[src/rtl/tdm_demux_1x8.sv]
// tdm_demux_1x8: serial-to-parallel slot demux; slot k of each frame lands on out_data[k].
// Define TDM_PARITY_EN to add a ninth even-parity slot that must check before the word is released.
module tdm_demux_1x8 #(
    parameter int IDLE_TIMEOUT = 15
) (
    input  logic       clk,
    input  logic       rst,
    input  logic       in_bit,
    input  logic       in_valid,
    input  logic       frame_start,
    output logic [7:0] out_data,
    output logic       out_valid,
    output logic       frame_err,
    output logic [2:0] slot,
    output logic       busy
);

    localparam logic [7:0] TMO_LIMIT = 8'(IDLE_TIMEOUT);

    typedef enum logic [1:0] {
        IDLE    = 2'd0,
        COLLECT = 2'd1
`ifdef TDM_PARITY_EN
        ,
        PAR     = 2'd2
`endif
    } state_t;

    state_t     state;
    logic [7:0] shift;
    logic [7:0] tmo;
    logic       resync;
    logic       beat;
    logic       expired;

    assign resync  = in_valid && frame_start;
    assign beat    = in_valid && !frame_start;
    assign expired = (tmo + 8'd1) == TMO_LIMIT;
    assign busy    = (state != IDLE);

    always_ff @(posedge clk) begin
        if (rst) begin
            state     <= IDLE;
            shift     <= 8'h00;
            tmo       <= 8'h00;
            slot      <= 3'd0;
            out_data  <= 8'h00;
            out_valid <= 1'b0;
            frame_err <= 1'b0;
        end else begin
            out_valid <= 1'b0;
            frame_err <= 1'b0;
            unique case (state)
                IDLE: begin
                    tmo <= 8'h00;
                    if (resync) begin
                        shift <= {7'd0, in_bit};
                        slot  <= 3'd1;
                        state <= COLLECT;
                    end
                end
                COLLECT: begin
                    if (resync) begin
                        // Restart on the marked beat; the partial frame is dropped.
                        frame_err <= 1'b1;
                        shift     <= {7'd0, in_bit};
                        slot      <= 3'd1;
                        tmo       <= 8'h00;
                    end else if (beat) begin
                        shift[slot] <= in_bit;
                        tmo         <= 8'h00;
                        if (slot == 3'd7) begin
`ifdef TDM_PARITY_EN
                            state <= PAR;
`else
                            out_data  <= {in_bit, shift[6:0]};
                            out_valid <= 1'b1;
                            slot      <= 3'd0;
                            state     <= IDLE;
`endif
                        end else begin
                            slot <= slot + 3'd1;
                        end
                    end else if (expired) begin
                        frame_err <= 1'b1;
                        tmo       <= 8'h00;
                        slot      <= 3'd0;
                        state     <= IDLE;
                    end else begin
                        tmo <= tmo + 8'd1;
                    end
                end
`ifdef TDM_PARITY_EN
                PAR: begin
                    if (resync) begin
                        frame_err <= 1'b1;
                        shift     <= {7'd0, in_bit};
                        slot      <= 3'd1;
                        tmo       <= 8'h00;
                        state     <= COLLECT;
                    end else if (beat) begin
                        // Even parity over data plus parity bit.
                        if ((^shift) == in_bit) begin
                            out_data  <= shift;
                            out_valid <= 1'b1;
                        end else begin
                            frame_err <= 1'b1;
                        end
                        tmo   <= 8'h00;
                        slot  <= 3'd0;
                        state <= IDLE;
                    end else if (expired) begin
                        frame_err <= 1'b1;
                        tmo       <= 8'h00;
                        slot      <= 3'd0;
                        state     <= IDLE;
                    end else begin
                        tmo <= tmo + 8'd1;
                    end
                end
`endif
                default: begin
                    slot  <= 3'd0;
                    tmo   <= 8'h00;
                    state <= IDLE;
                end
            endcase
        end
    end

endmodule

[config.mk]
export PLATFORM = sky130hd
export DESIGN_NAME = tdm_demux_1x8
export DESIGN_NICKNAME = d
export VERILOG_FILES = /design/src/rtl/tdm_demux_1x8.sv
export SDC_FILE = /design/constraint.sdc
export NUM_CORES = 1
export LEC_CHECK = 0
export ABC_AREA = 1
export BUFFER_PORTS_ARGS = -buffer_cell sky130_fd_sc_hd__buf_2
export CAP_MARGIN = 0
export CORE_MARGIN = 2
export CORE_UTILIZATION = 56
export DETAILED_ROUTE_END_ITERATION = 7
export PLACE_DENSITY_LB_ADDON = 0.05
export SLEW_MARGIN = 40
export SYNTH_ARGS = -nofsm -noshare
export SYNTH_HDL_FRONTEND = slang
export SYNTH_SLANG_ARGS = --single-unit
[constraint.sdc]
create_clock -name clk -period 2 [get_ports clk]
set_input_delay 0 -clock clk [delete_from_list [all_inputs] [get_ports clk]]
set_output_delay 0 -clock clk [all_outputs]
set_load 0.02 [all_outputs]
==> impl_metrics.csv <==
group,metric,value,unit
synthesis,number_of_synthesized_flops_with_an_enable_pin,0,
power_and_ir_drop,finalPower,1.210,mW
synthesis,synth_cells,194,
die,die_area,2952,um2
place,placedCellCount,240,
clocking,number_of_buffers_created_by_cts,5,
timing,final.setup.tns,0,ps
clocking,tritoncts_clock_tree,"done",
global_routing,initial_antenna_violation_count,0,
routing,route.final.wire_length,2.873,mm
timing,worst_clock_skew,20.27,ps
synthesis,number_of_synthesized_register_bits,29,
clocking,cts.clk_slew.worst_paths,110,ps
critical_path,worst_setup_start_kind,"flip-flop",
synthesis,synth_async_sr_flop_share,0,%
routing,remaining_drc_errors,0,
critical_path,worst_path_arrival,1970,ps
layout,antennaDiodeCount,0,
timing,post-route-min-period,1692,ps
clocking,clock_tree.root_cell,"sky130_fd_sc_hd__clkbuf_4",
clocking,clock_sinks,29,
die,die_w,54.34,um
place,io_buffers,18,
routing,route.vias.total,1326,
synthesis,synth_top_area_share,40.92,%
place,hpwlAfterDp,2.136,mm
synthesis,mean_area_per_synthesized_cell,7.314,um2
layout,final_layout_size_suffix_gt1_share,18.18,%
synthesis,yosys.cell_types.count,24,
timing,timing.final.max_slew_violations,0,
die,initial_core_util,58.33,%
layout,syn2layout_area_growth,14.90,%
flow_run,max_cap_violations,0,
routing,route.detailed.wl_per_inst,11.49,um
critical_path,timing.setup.critical_path_class,"reg -> reg",
synthesis,nets_in_the_synthesized_netlist,205,
critical_path,worst_setup_path_end_kind,"flip-flop",
clocking,h-tree-depth,2,
global_routing,pin_count_of_the_biggest_net_entering_global_routing,18,
place,gp_routability_congestion,0.8459,
critical_path,path_max_fanout,5,
timing,rsz0062_at_grt,"no",
global_routing,grt_first_pass_wirelength,4.671,mm
clocking,post-cts-setup-buffer-count,0,
die,ios,19,
die,dieHeight,54.34,um
synthesis,synth.area.top_cells,"sky130_fd_sc_hd__dfxtp_1 41%, sky130_fd_sc_hd__nand2_1 7.9%, sky130_fd_sc_hd__a21oi_1 7.4%, sky130_fd_sc_hd__inv_1 7.4%, sky130_fd_sc_hd__o21ai_0 6.0%",
timing,clock.fmax,590.9,MHz
critical_path,cp_data_required_time,2280,ps
global_routing,first_global_vias,1109,
timing,final-setup-viol-count,0,
power_and_ir_drop,cellPowerDensity,741.9,nW/um2
routing,drt_pass1_iterations,4,
clocking,clockBufferDepth,2,
global_routing,grt_remaining_overflow,0,
clocking,cts_resizes,0,
clocking,post_cts_hold_buffer_count,2,
die,fp.coreArea,2432,um2
worst_hold_path,hold_path_class,"in -> reg",
synthesis,synth_common_cells,"30 x sky130_fd_sc_hd__nand2_1, 29 x sky130_fd_sc_hd__dfxtp_1, 28 x sky130_fd_sc_hd__inv_1",
synthesis,post-synth-top-area-cell,"sky130_fd_sc_hd__dfxtp_1",
timing,finalHoldViolations,0,
die,placement_rows,18,
timing,worst_slew_pin_slew,620.0,ps
synthesis,dominantRegCellSynth,"sky130_fd_sc_hd__dfxtp_1",
synthesis,synth_most_common_cell,"sky130_fd_sc_hd__nand2_1",
power_and_ir_drop,total_leakage_power,0.7007,nW
clocking,clkLatencyLatePin,330,ps
power_and_ir_drop,vdd_drop_max,628.2,uV
place,post-place-ws,333.8,ps
synthesis,syn_area,1419,um2
timing,finalWorstSetupSlack,307.6,ps
synthesis,yosysSeqAreaShare,40.92,%
synthesis,yosysWarnings,0,
timing,min_period_over_period,84.62,%
outcome,run_status,"finished, final reports clean",
layout,final_net_count,230,
timing,max-slew-margin-rel,58.67,%
routing,final_antenna_net_count,0,
routing,routed_via_density,5.304,
routing,detail_route.iter0.violations,19,
layout,finish.cell_count_without_fillers,250,
global_routing,grt.total_usage,21.96,%
==> where the power goes <==
part           leakage (nW)  internal (mW)  switching [mW]
Clock                0.0413          0.203           0.206
Combinational         0.424         0.0601           0.121
Sequential            0.235          0.596          0.0228
Total                 0.701          0.860           0.350
==> area by class of cell <==
class                      count  area (um2)
tap                           30       37.54
multi-input combinational    132       708.2
clock inverter                 1       5.005
clock buffer                   7       65.06
fill                         207       802.0
timing repair buffer          22       125.1
sequential                    29       580.6
inverter                      29       108.9
==> sequential cells by signal, indices dropped and copies added, names as in the netlist <==
| signal | count |
|---|---|
| out_valid | 1 |
| state | 1 |
| slot | 3 |
| frame_err | 1 |
| out_data | 8 |
| shift | 7 |
| tmo | 8 |
==> worst max-delay path, stage by stage, from the launching register on <==
cell	delay [ps]
sky130_fd_sc_hd__dfxtp_1	350
sky130_fd_sc_hd__ha_1	250
sky130_fd_sc_hd__nand2_1	120
sky130_fd_sc_hd__inv_1	80
sky130_fd_sc_hd__nor2_1	100
sky130_fd_sc_hd__nand3_1	90
sky130_fd_sc_hd__nor2_1	140
sky130_fd_sc_hd__nand3_2	120
sky130_fd_sc_hd__nand3_2	130
sky130_fd_sc_hd__nand2_2	60
sky130_fd_sc_hd__nand2_1	60
sky130_fd_sc_hd__nand2_1	40
sky130_fd_sc_hd__nor2_1	100
==> logic make-up after synthesis <==
family,count (synthesis),synth area share (%)
AOI/OAI and AO/OA,45,17.28
adders and majority gates,6,5.291
buffers and inverters,33,9.171
DFF,29,40.92
and+or+nand+nor,81,27.34
==> metrics by stage <==
step | util [%] | hold slack (ps) | cell area (um2)
CTS | 67.03 | 31.23 | 1630
floorplan | - | 69.07 | 1419
global route | 67.03 | 67.99 | 1630
detailed placement | 63.32 | 248.3 | 1540
finish | 67.03 | 46.47 | 1630
global placement | 63.32 | 247.4 | 1540
==> routing by layer <==
metal	GRT usage (%)	share of wire [%]	wire length, um
met1	28.04	48	1376
met2	33.94	47	1343
met3	7.923	5.0	143
met4	7.917	0.35	10
met5	0	0	0
==> final timing paths <==
path	slack (ps)	startpoint	cells past startpoint	to
setup / recovery	310	tmo[0]	12	slot[0]
hold / removal	50	frame_start	4	out_valid
hold reg to reg	450	out_data[5]	2	out_data[5]
setup reg to reg	310	tmo[0]	12	slot[0]
==> layout by cell type, fill, tap and decap left out <==
cell	netlist	routed
sky130_fd_sc_hd__a211oi_1	3	3
sky130_fd_sc_hd__a21oi_1	21	21
sky130_fd_sc_hd__a21oi_2	1	1
sky130_fd_sc_hd__buf_2	2	18
sky130_fd_sc_hd__buf_4	1	2
sky130_fd_sc_hd__clkbuf_4	0	5
sky130_fd_sc_hd__clkbuf_8	0	2
sky130_fd_sc_hd__clkinv_2	0	1
sky130_fd_sc_hd__dfxtp_1	29	29
sky130_fd_sc_hd__dlygate4sd3_1	0	2
sky130_fd_sc_hd__ha_1	6	6
sky130_fd_sc_hd__inv_1	28	28
sky130_fd_sc_hd__inv_2	1	1
sky130_fd_sc_hd__nand2_1	30	30
sky130_fd_sc_hd__nand2_2	2	2
sky130_fd_sc_hd__nand3_1	13	13
sky130_fd_sc_hd__nand3_2	2	2
sky130_fd_sc_hd__nand3_4	1	1
sky130_fd_sc_hd__nand4_1	8	8
sky130_fd_sc_hd__nor2_1	19	19
sky130_fd_sc_hd__nor2_2	3	3
sky130_fd_sc_hd__nor3_1	2	2
sky130_fd_sc_hd__nor3_2	1	1
sky130_fd_sc_hd__o211ai_1	1	1
sky130_fd_sc_hd__o21ai_0	17	17
sky130_fd_sc_hd__o21ai_1	1	1
sky130_fd_sc_hd__o21bai_2	1	1
No activity file was read; power rests on OpenSTA's default activity.
